===== config.mk =====
export PLATFORM = sky130hd
export DESIGN_NAME = urv_iram_loader
export DESIGN_NICKNAME = d
export VERILOG_FILES = /design/src/rtl/urv_iram_loader.sv
export SDC_FILE = /design/constraint.sdc
export NUM_CORES = 1
export LEC_CHECK = 0
export CORE_ASPECT_RATIO = 2
export CORE_MARGIN = 2
export CORE_UTILIZATION = 51
export DETAILED_ROUTE_END_ITERATION = 8
export MAX_ROUTING_LAYER = met4
export PLACE_DENSITY = 0.95
export SLEW_MARGIN = 25
export SYNTH_ARGS = -nofsm -noshare
export SYNTH_HDL_FRONTEND = slang
export SYNTH_SLANG_ARGS = --single-unit

===== constraint.sdc =====
create_clock -name clk_i -period 4.7 [get_ports clk_i]
set_clock_uncertainty 0.1 [all_clocks]
set_input_delay 0.94 -clock clk_i [delete_from_list [all_inputs] [get_ports clk_i]]
set_output_delay 0.94 -clock clk_i [all_outputs]
set_load 0.02 [all_outputs]

===== src/rtl/urv_iram_loader.sv =====
// Byte-stream IRAM loader: host commands set an address, write words, or read words back LSB first.
// Defining URV_IRAM_LOADER_CHECKSUM_EN adds a running XOR checksum of written bytes (command 0x04).
module urv_iram_loader #(
    parameter int g_size = 65536
) (
    input  logic        clk_i,
    input  logic        rst_n_i,
    input  logic [7:0]  rx_data_i,
    input  logic        rx_valid_i,
    output logic        rx_ready_o,
    output logic [7:0]  tx_data_o,
    output logic        tx_valid_o,
    input  logic        tx_ready_i,
    output logic        mem_en_o,
    output logic        mem_we_o,
    output logic [31:0] mem_addr_o,
    output logic [3:0]  mem_bwe_o,
    output logic [31:0] mem_data_o,
    input  logic [31:0] mem_data_i,
    output logic        busy_o,
    output logic        err_o
);

    // Keeps addresses word aligned and inside the IRAM in one AND.
    localparam logic [31:0] ADDR_MASK = (32'(g_size) - 32'd1) & ~32'd3;

    typedef enum logic [2:0] {
        S_IDLE,
        S_ADDR,
        S_WDATA,
        S_WRITE,
        S_RD_REQ,
        S_RD_WAIT,
`ifdef URV_IRAM_LOADER_CHECKSUM_EN
        S_CSUM,
`endif
        S_TX
    } state_t;

    state_t      state_q, state_d;
    logic [31:0] addr_q, addr_d;
    logic [1:0]  cnt_q, cnt_d;
    logic [31:0] wdata_q, wdata_d;
    logic [31:0] shift_q, shift_d;
    logic        err_q, err_d;
    logic        rx_fire, tx_fire;
`ifdef URV_IRAM_LOADER_CHECKSUM_EN
    logic [7:0]  csum_q, csum_d;
`endif

    assign rx_fire    = rx_valid_i && rx_ready_o;
    assign tx_fire    = tx_valid_o && tx_ready_i;
    assign mem_addr_o = addr_q;
    assign mem_data_o = wdata_q;
    assign busy_o     = (state_q != S_IDLE);
    assign err_o      = err_q;

    always_ff @(posedge clk_i or negedge rst_n_i) begin
        if (!rst_n_i) begin
            state_q <= S_IDLE;
            addr_q  <= '0;
            cnt_q   <= '0;
            wdata_q <= '0;
            shift_q <= '0;
            err_q   <= 1'b0;
`ifdef URV_IRAM_LOADER_CHECKSUM_EN
            csum_q  <= '0;
`endif
        end else begin
            state_q <= state_d;
            addr_q  <= addr_d;
            cnt_q   <= cnt_d;
            wdata_q <= wdata_d;
            shift_q <= shift_d;
            err_q   <= err_d;
`ifdef URV_IRAM_LOADER_CHECKSUM_EN
            csum_q  <= csum_d;
`endif
        end
    end

    always_comb begin
        state_d    = state_q;
        addr_d     = addr_q;
        cnt_d      = cnt_q;
        wdata_d    = wdata_q;
        shift_d    = shift_q;
        err_d      = 1'b0;
        rx_ready_o = 1'b0;
        tx_valid_o = 1'b0;
        tx_data_o  = 8'h00;
        mem_en_o   = 1'b0;
        mem_we_o   = 1'b0;
        mem_bwe_o  = 4'h0;
`ifdef URV_IRAM_LOADER_CHECKSUM_EN
        csum_d     = csum_q;
`endif

        case (state_q)
            S_IDLE: begin
                rx_ready_o = 1'b1;
                if (rx_fire) begin
                    cnt_d = 2'd0;
                    case (rx_data_i)
                        8'h01: begin
                            state_d = S_ADDR;
`ifdef URV_IRAM_LOADER_CHECKSUM_EN
                            csum_d  = 8'h00;
`endif
                        end
                        8'h02: state_d = S_WDATA;
                        8'h03: state_d = S_RD_REQ;
`ifdef URV_IRAM_LOADER_CHECKSUM_EN
                        8'h04: state_d = S_CSUM;
`endif
                        default: err_d = 1'b1;
                    endcase
                end
            end

            // The address is assembled in the read shift register so the
            // visible address only changes once all four bytes have arrived.
            S_ADDR: begin
                rx_ready_o = 1'b1;
                if (rx_fire) begin
                    shift_d = {rx_data_i, shift_q[31:8]};
                    if (cnt_q == 2'd3) begin
                        addr_d  = {rx_data_i, shift_q[31:8]} & ADDR_MASK;
                        cnt_d   = 2'd0;
                        state_d = S_IDLE;
                    end else begin
                        cnt_d = cnt_q + 2'd1;
                    end
                end
            end

            S_WDATA: begin
                rx_ready_o = 1'b1;
                if (rx_fire) begin
                    wdata_d = {rx_data_i, wdata_q[31:8]};
`ifdef URV_IRAM_LOADER_CHECKSUM_EN
                    csum_d  = csum_q ^ rx_data_i;
`endif
                    if (cnt_q == 2'd3) begin
                        cnt_d   = 2'd0;
                        state_d = S_WRITE;
                    end else begin
                        cnt_d = cnt_q + 2'd1;
                    end
                end
            end

            S_WRITE: begin
                mem_en_o  = 1'b1;
                mem_we_o  = 1'b1;
                mem_bwe_o = 4'hF;
                addr_d    = (addr_q + 32'd4) & ADDR_MASK;
                cnt_d     = 2'd0;
                state_d   = S_IDLE;
            end

            S_RD_REQ: begin
                mem_en_o = 1'b1;
                cnt_d    = 2'd0;
                state_d  = S_RD_WAIT;
            end

            S_RD_WAIT: begin
                shift_d = mem_data_i;
                cnt_d   = 2'd0;
                state_d = S_TX;
            end

            S_TX: begin
                tx_valid_o = 1'b1;
                tx_data_o  = shift_q[7:0];
                if (tx_fire) begin
                    shift_d = {8'h00, shift_q[31:8]};
                    if (cnt_q == 2'd3) begin
                        addr_d  = (addr_q + 32'd4) & ADDR_MASK;
                        cnt_d   = 2'd0;
                        state_d = S_IDLE;
                    end else begin
                        cnt_d = cnt_q + 2'd1;
                    end
                end
            end

`ifdef URV_IRAM_LOADER_CHECKSUM_EN
            S_CSUM: begin
                tx_valid_o = 1'b1;
                tx_data_o  = csum_q;
                if (tx_fire) begin
                    csum_d  = 8'h00;
                    cnt_d   = 2'd0;
                    state_d = S_IDLE;
                end
            end
`endif

            default: begin
                cnt_d   = 2'd0;
                state_d = S_IDLE;
            end
        endcase
    end

endmodule


==> results.txt <==
The kind of cell with the highest combined delay along the critical path is buffers and inverters. The total number of vias is 3726. Counting buffers and inverters, the worst setup path is 4 cells deep. The path class of the tightest hold or removal check is flip-flop to flip-flop. The internal power component is between 1.5 and 2 mW. Across the run, the number of max-cap violations was 0.

Summed over all layers, the global routing overflow is 0. Among all cell types in the netlist, the one instantiated most often is sky130_fd_sc_hd__dfrtp_1. For the worst flop-to-flop path, the logic depth is 5. The kind of launch point of the worst setup path is a flip-flop. The number of placed instances with taps included came out at 605. Of the total power, the clock network draws 0.259.

The slowest stage cell on the critical path is sky130_fd_sc_hd__dfrtp_1. At the end of routability-driven placement, the weighted congestion stood at around 0.88. The first global-routing pass estimated 19.6 mm of wire. The synthesis-to-layout area growth is 32.4%.

The number of nets in the layout is 566. The part of the cycle the worst path needs is 0.810. In this run the cell area measured after placement is 0.00516 mm^2. The top cell type by total area after synthesis is sky130_fd_sc_hd__dfrtp_1. The sequential element share of the synthesized area is 0.506.

The switching part of the total power came out at 0.366. The reg-to-reg startpoint is state_q[2]. The aggregate global-route resource usage came out at 0.307. The clock network latency to the later pin of the worst-skew pair is between 300 and 400 ps. The delay of the slowest cell on the worst path came out at roughly 750 ps.

The setup violation total in the final timing report is 0. The number of placement rows is 46. The via count of the first global-routing pass was 3765. The reg2reg setup slack came out at about 2000 ps. The post-layout worst setup margin is 891 ps.

The minimum hold slack came out at 416 ps. The worst setup path is of the flip-flop to output pin kind. The region available for standard cell placement spans 0.00794 mm^2.

The post-detailed-route wirelength per cell is 20.3 um. The number of failing hold endpoints at the final stage is 0. The number of DRC violations after detailed-routing iteration 0 is approximately 260. The combinational group share of total power came out at 0.346. The endpoint of the lowest-slack register-to-register path is shift_q[28]. The ratio of cells with drive above 1 in the final layout came out at 0.118.

The shortest period the worst path allows is roughly 3800 ps. The clock passes through at most 2 buffers. The clock net sink count came out at 84.

The instance count of the mapped netlist is 429. The number of H-tree levels is 3. The count of placed standard cells in the final layout, fillers left out came out at 620. The cell area after synthesis is 0.00416 mm^2. The peak ir drop on the vdd network came out at around 0.41 mV. The DRC violations left is 0. In the final layout, the multi-input gates occupy 0.00184 mm^2. The remaining number of nets flagged by the antenna check after routing is 0. The initial utilization of the core area, before any placement, comes to 0.523. The number of antenna violations at the first check in global routing is 0. The number of diodes added for antenna fixing is 0.

The total half-perimeter wirelength after legalization and detailed placement came out at 8.55 mm. The count of pins on the block boundary is approximately 130. The pre-CTS setup slack is approximately 1400 ps. Counting flops with a built-in enable in the synthesized netlist gives 0. In this run the worst path has a maximum fanout of 18. The final core utilization came out at 0.693.

The mean cell area of the mapped netlist is ~9.7 um^2. After detailed routing, the number of vias per cell comes to 6.01. The switching power is 1.15 mW. The total power came out at 3.15 mW. TritonCTS created 9 clock buffers. The share of synthesized flip-flops with an asynchronous set or reset is 1.00. The number of setup buffers added after CTS is 0. The total iterations of the first detailed-routing run is 6.

Static timing analysis puts the maximum clock frequency at around 0.26 GHz. Summing all flip-flop and latch instances after layout gives about 0.0021 mm^2. In this run the most critical hold path is launched from mem_data_o[5]. The filler cells instantiated in the layout total 517. In this run, post-CTS hold repair placed 0 buffers. The number of stages on the worst hold path is 1. Setup repair after global routing left no endpoint under its margin. From left edge to right edge, the die measures ~68 um. The flow ran to the end, and the final reports show no timing, DRC or antenna violations. The top cell type's share of synthesized area is 0.506. The critical path contains buffers and inverters numbering 2 combined.

Ranked by total cell area, the synthesized netlist is headed by sky130_fd_sc_hd__dfrtp_1, sky130_fd_sc_hd__mux2_2, sky130_fd_sc_hd__nand2_1, sky130_fd_sc_hd__buf_4, sky130_fd_sc_hd__a31oi_1. Summing all non-filler instances in the final layout gives an area of 0.00550 mm^2. The endpoint required time on the critical path is 3660 ps. The accumulated negative setup slack came out at 0 ps. The number of port buffers is approximately 110.

The areal power density over the cells is 573 mW/mm^2. Counting instances in the post-synthesis netlist gives the leading cell types as sky130_fd_sc_hd__dfrtp_1, sky130_fd_sc_hd__nand2_1, sky130_fd_sc_hd__nor2_1. The element type at the critical path end is an output pin. For hold timing, the worst endpoint is mem_data_o[5]. The final number of max-transition violations came out at 0. Summed over all cells, the static leakage comes to 2.36 nW.

The data arrival time at the worst-slack endpoint came out at 2770 ps. The worst pin sits at a relative slew slack of 0.496. The clock slew at the register clock pins of the worst setup and hold paths is about 60 ps. The total routed wirelength came out at 12.6 mm. The number of warnings printed during yosys synthesis is 0. The quantity of gates resized following cts is 0. The floorplan step set the die height to about 130 um. Clock tree synthesis selected as its root buffer the cell sky130_fd_sc_hd__clkbuf_16.

For this run, the leading register cell type out of synthesis is sky130_fd_sc_hd__dfrtp_1. The pin count of the biggest net entering global routing is 85. Walking the worst path, the cells encountered are inv_1, nor2_1, and2_1, clkdlybuf4s50_1. The die covers 0.00893 mm^2. The slew at the pin closest to its max-slew limit is 756 ps. The fraction of power consumed by sequential logic came out at 0.395.

The count of distinct cell types in the synthesized netlist came out at 41. The number of storage elements in the synthesis netlist is between 80 and 90. TritonCTS built the clock tree.
[placed cells by master, fill, tap and decap left out, types with 2 or more instances in the layout]
master / count
sky130_fd_sc_hd__a21oi_1: 32
sky130_fd_sc_hd__a22oi_1: 8
sky130_fd_sc_hd__a2bb2oi_1: 3
sky130_fd_sc_hd__a31o_2: 3
sky130_fd_sc_hd__a31oi_1: 26
sky130_fd_sc_hd__and2_1: 9
sky130_fd_sc_hd__and3_1: 2
sky130_fd_sc_hd__buf_4: 3
sky130_fd_sc_hd__bufinv_16: 3
sky130_fd_sc_hd__clkbuf_16: 9
sky130_fd_sc_hd__clkdlybuf4s50_1: 106
sky130_fd_sc_hd__clkinv_2: 2
sky130_fd_sc_hd__conb_1: 18
sky130_fd_sc_hd__dfrtp_1: 84
sky130_fd_sc_hd__ha_1: 2
sky130_fd_sc_hd__inv_1: 3
sky130_fd_sc_hd__mux2_1: 2
sky130_fd_sc_hd__mux2_2: 32
sky130_fd_sc_hd__mux2i_1: 3
sky130_fd_sc_hd__nand2_1: 70
sky130_fd_sc_hd__nand2b_1: 7
sky130_fd_sc_hd__nand3_1: 5
sky130_fd_sc_hd__nand4_1: 5
sky130_fd_sc_hd__nor2_1: 41
sky130_fd_sc_hd__nor3b_1: 2
sky130_fd_sc_hd__o21ai_0: 11
sky130_fd_sc_hd__o22ai_1: 9
sky130_fd_sc_hd__or2_2: 2
sky130_fd_sc_hd__or3_1: 4
[final cells by class]
| cell class | instances | share of cell area |
|---|---|---|
| Multi-Input combinational cell | 312 | 0.334 |
| Sequential cell | 84 | 0.382 |
| Timing Repair Buffer | 110 | 0.199 |
| Tap cell | 96 | 0.0218 |
| Clock inverter | 5 | 0.0182 |
| Inverter | 3 | 0.00205 |
| Clock buffer | 10 | 0.0434 |
[power groups by stage]
stage                     registers, mW  clock network, mW  logic [mW]
after global routing               1.27              0.856        1.16
after detailed placement           1.23                  0        1.07
after CTS                          1.23              0.817        1.09
after floorplan                    1.29                  0       0.525
final                              1.24              0.817        1.09
after global placement             1.21                  0        1.02
[logic make-up (layout without fill, tap and decap cells)]
group | Yosys count | in the layout | share of synthesized area
fa+ha+maj | 2 | 2 | 0.00602
simple gates | 155 | 155 | 0.167
flops | 84 | 84 | 0.506
compound gates | 99 | 99 | 0.147
xor+xnor | 1 | 1 | 0.00211
buf+inv | 50 | 128 | 0.0719
mux | 37 | 37 | 0.0993
other cells | 1 | 18 | 0.000902
[per-layer routing]
layer	share of wire	GRT usage
met2	0.53	0.499
met3	0.063	0.0454
met1	0.34	0.348
met5	0	-
met4	0.058	0.179
[flip-flops by register name, indices dropped and copies added (netlist names)]
name and cells:
cnt_q 2, mem_data_o 32, mem_addr_o 14, state_q 3, shift_q 32, err_o 1
[how the worst max path moves through the flow]
stage               slack (ps)  startpoint      endpoint
floorplan                 2230  state_q[0]  tx_data_o[0]
CTS                        990  state_q[2]  tx_data_o[1]
detailed placement        1370  state_q[1]  tx_data_o[1]
finish                     890  state_q[2]  tx_data_o[1]
global route               800  state_q[2]  tx_data_o[1]
global placement          1550  state_q[0]  tx_data_o[1]
Power figures use the tool's default switching activity.
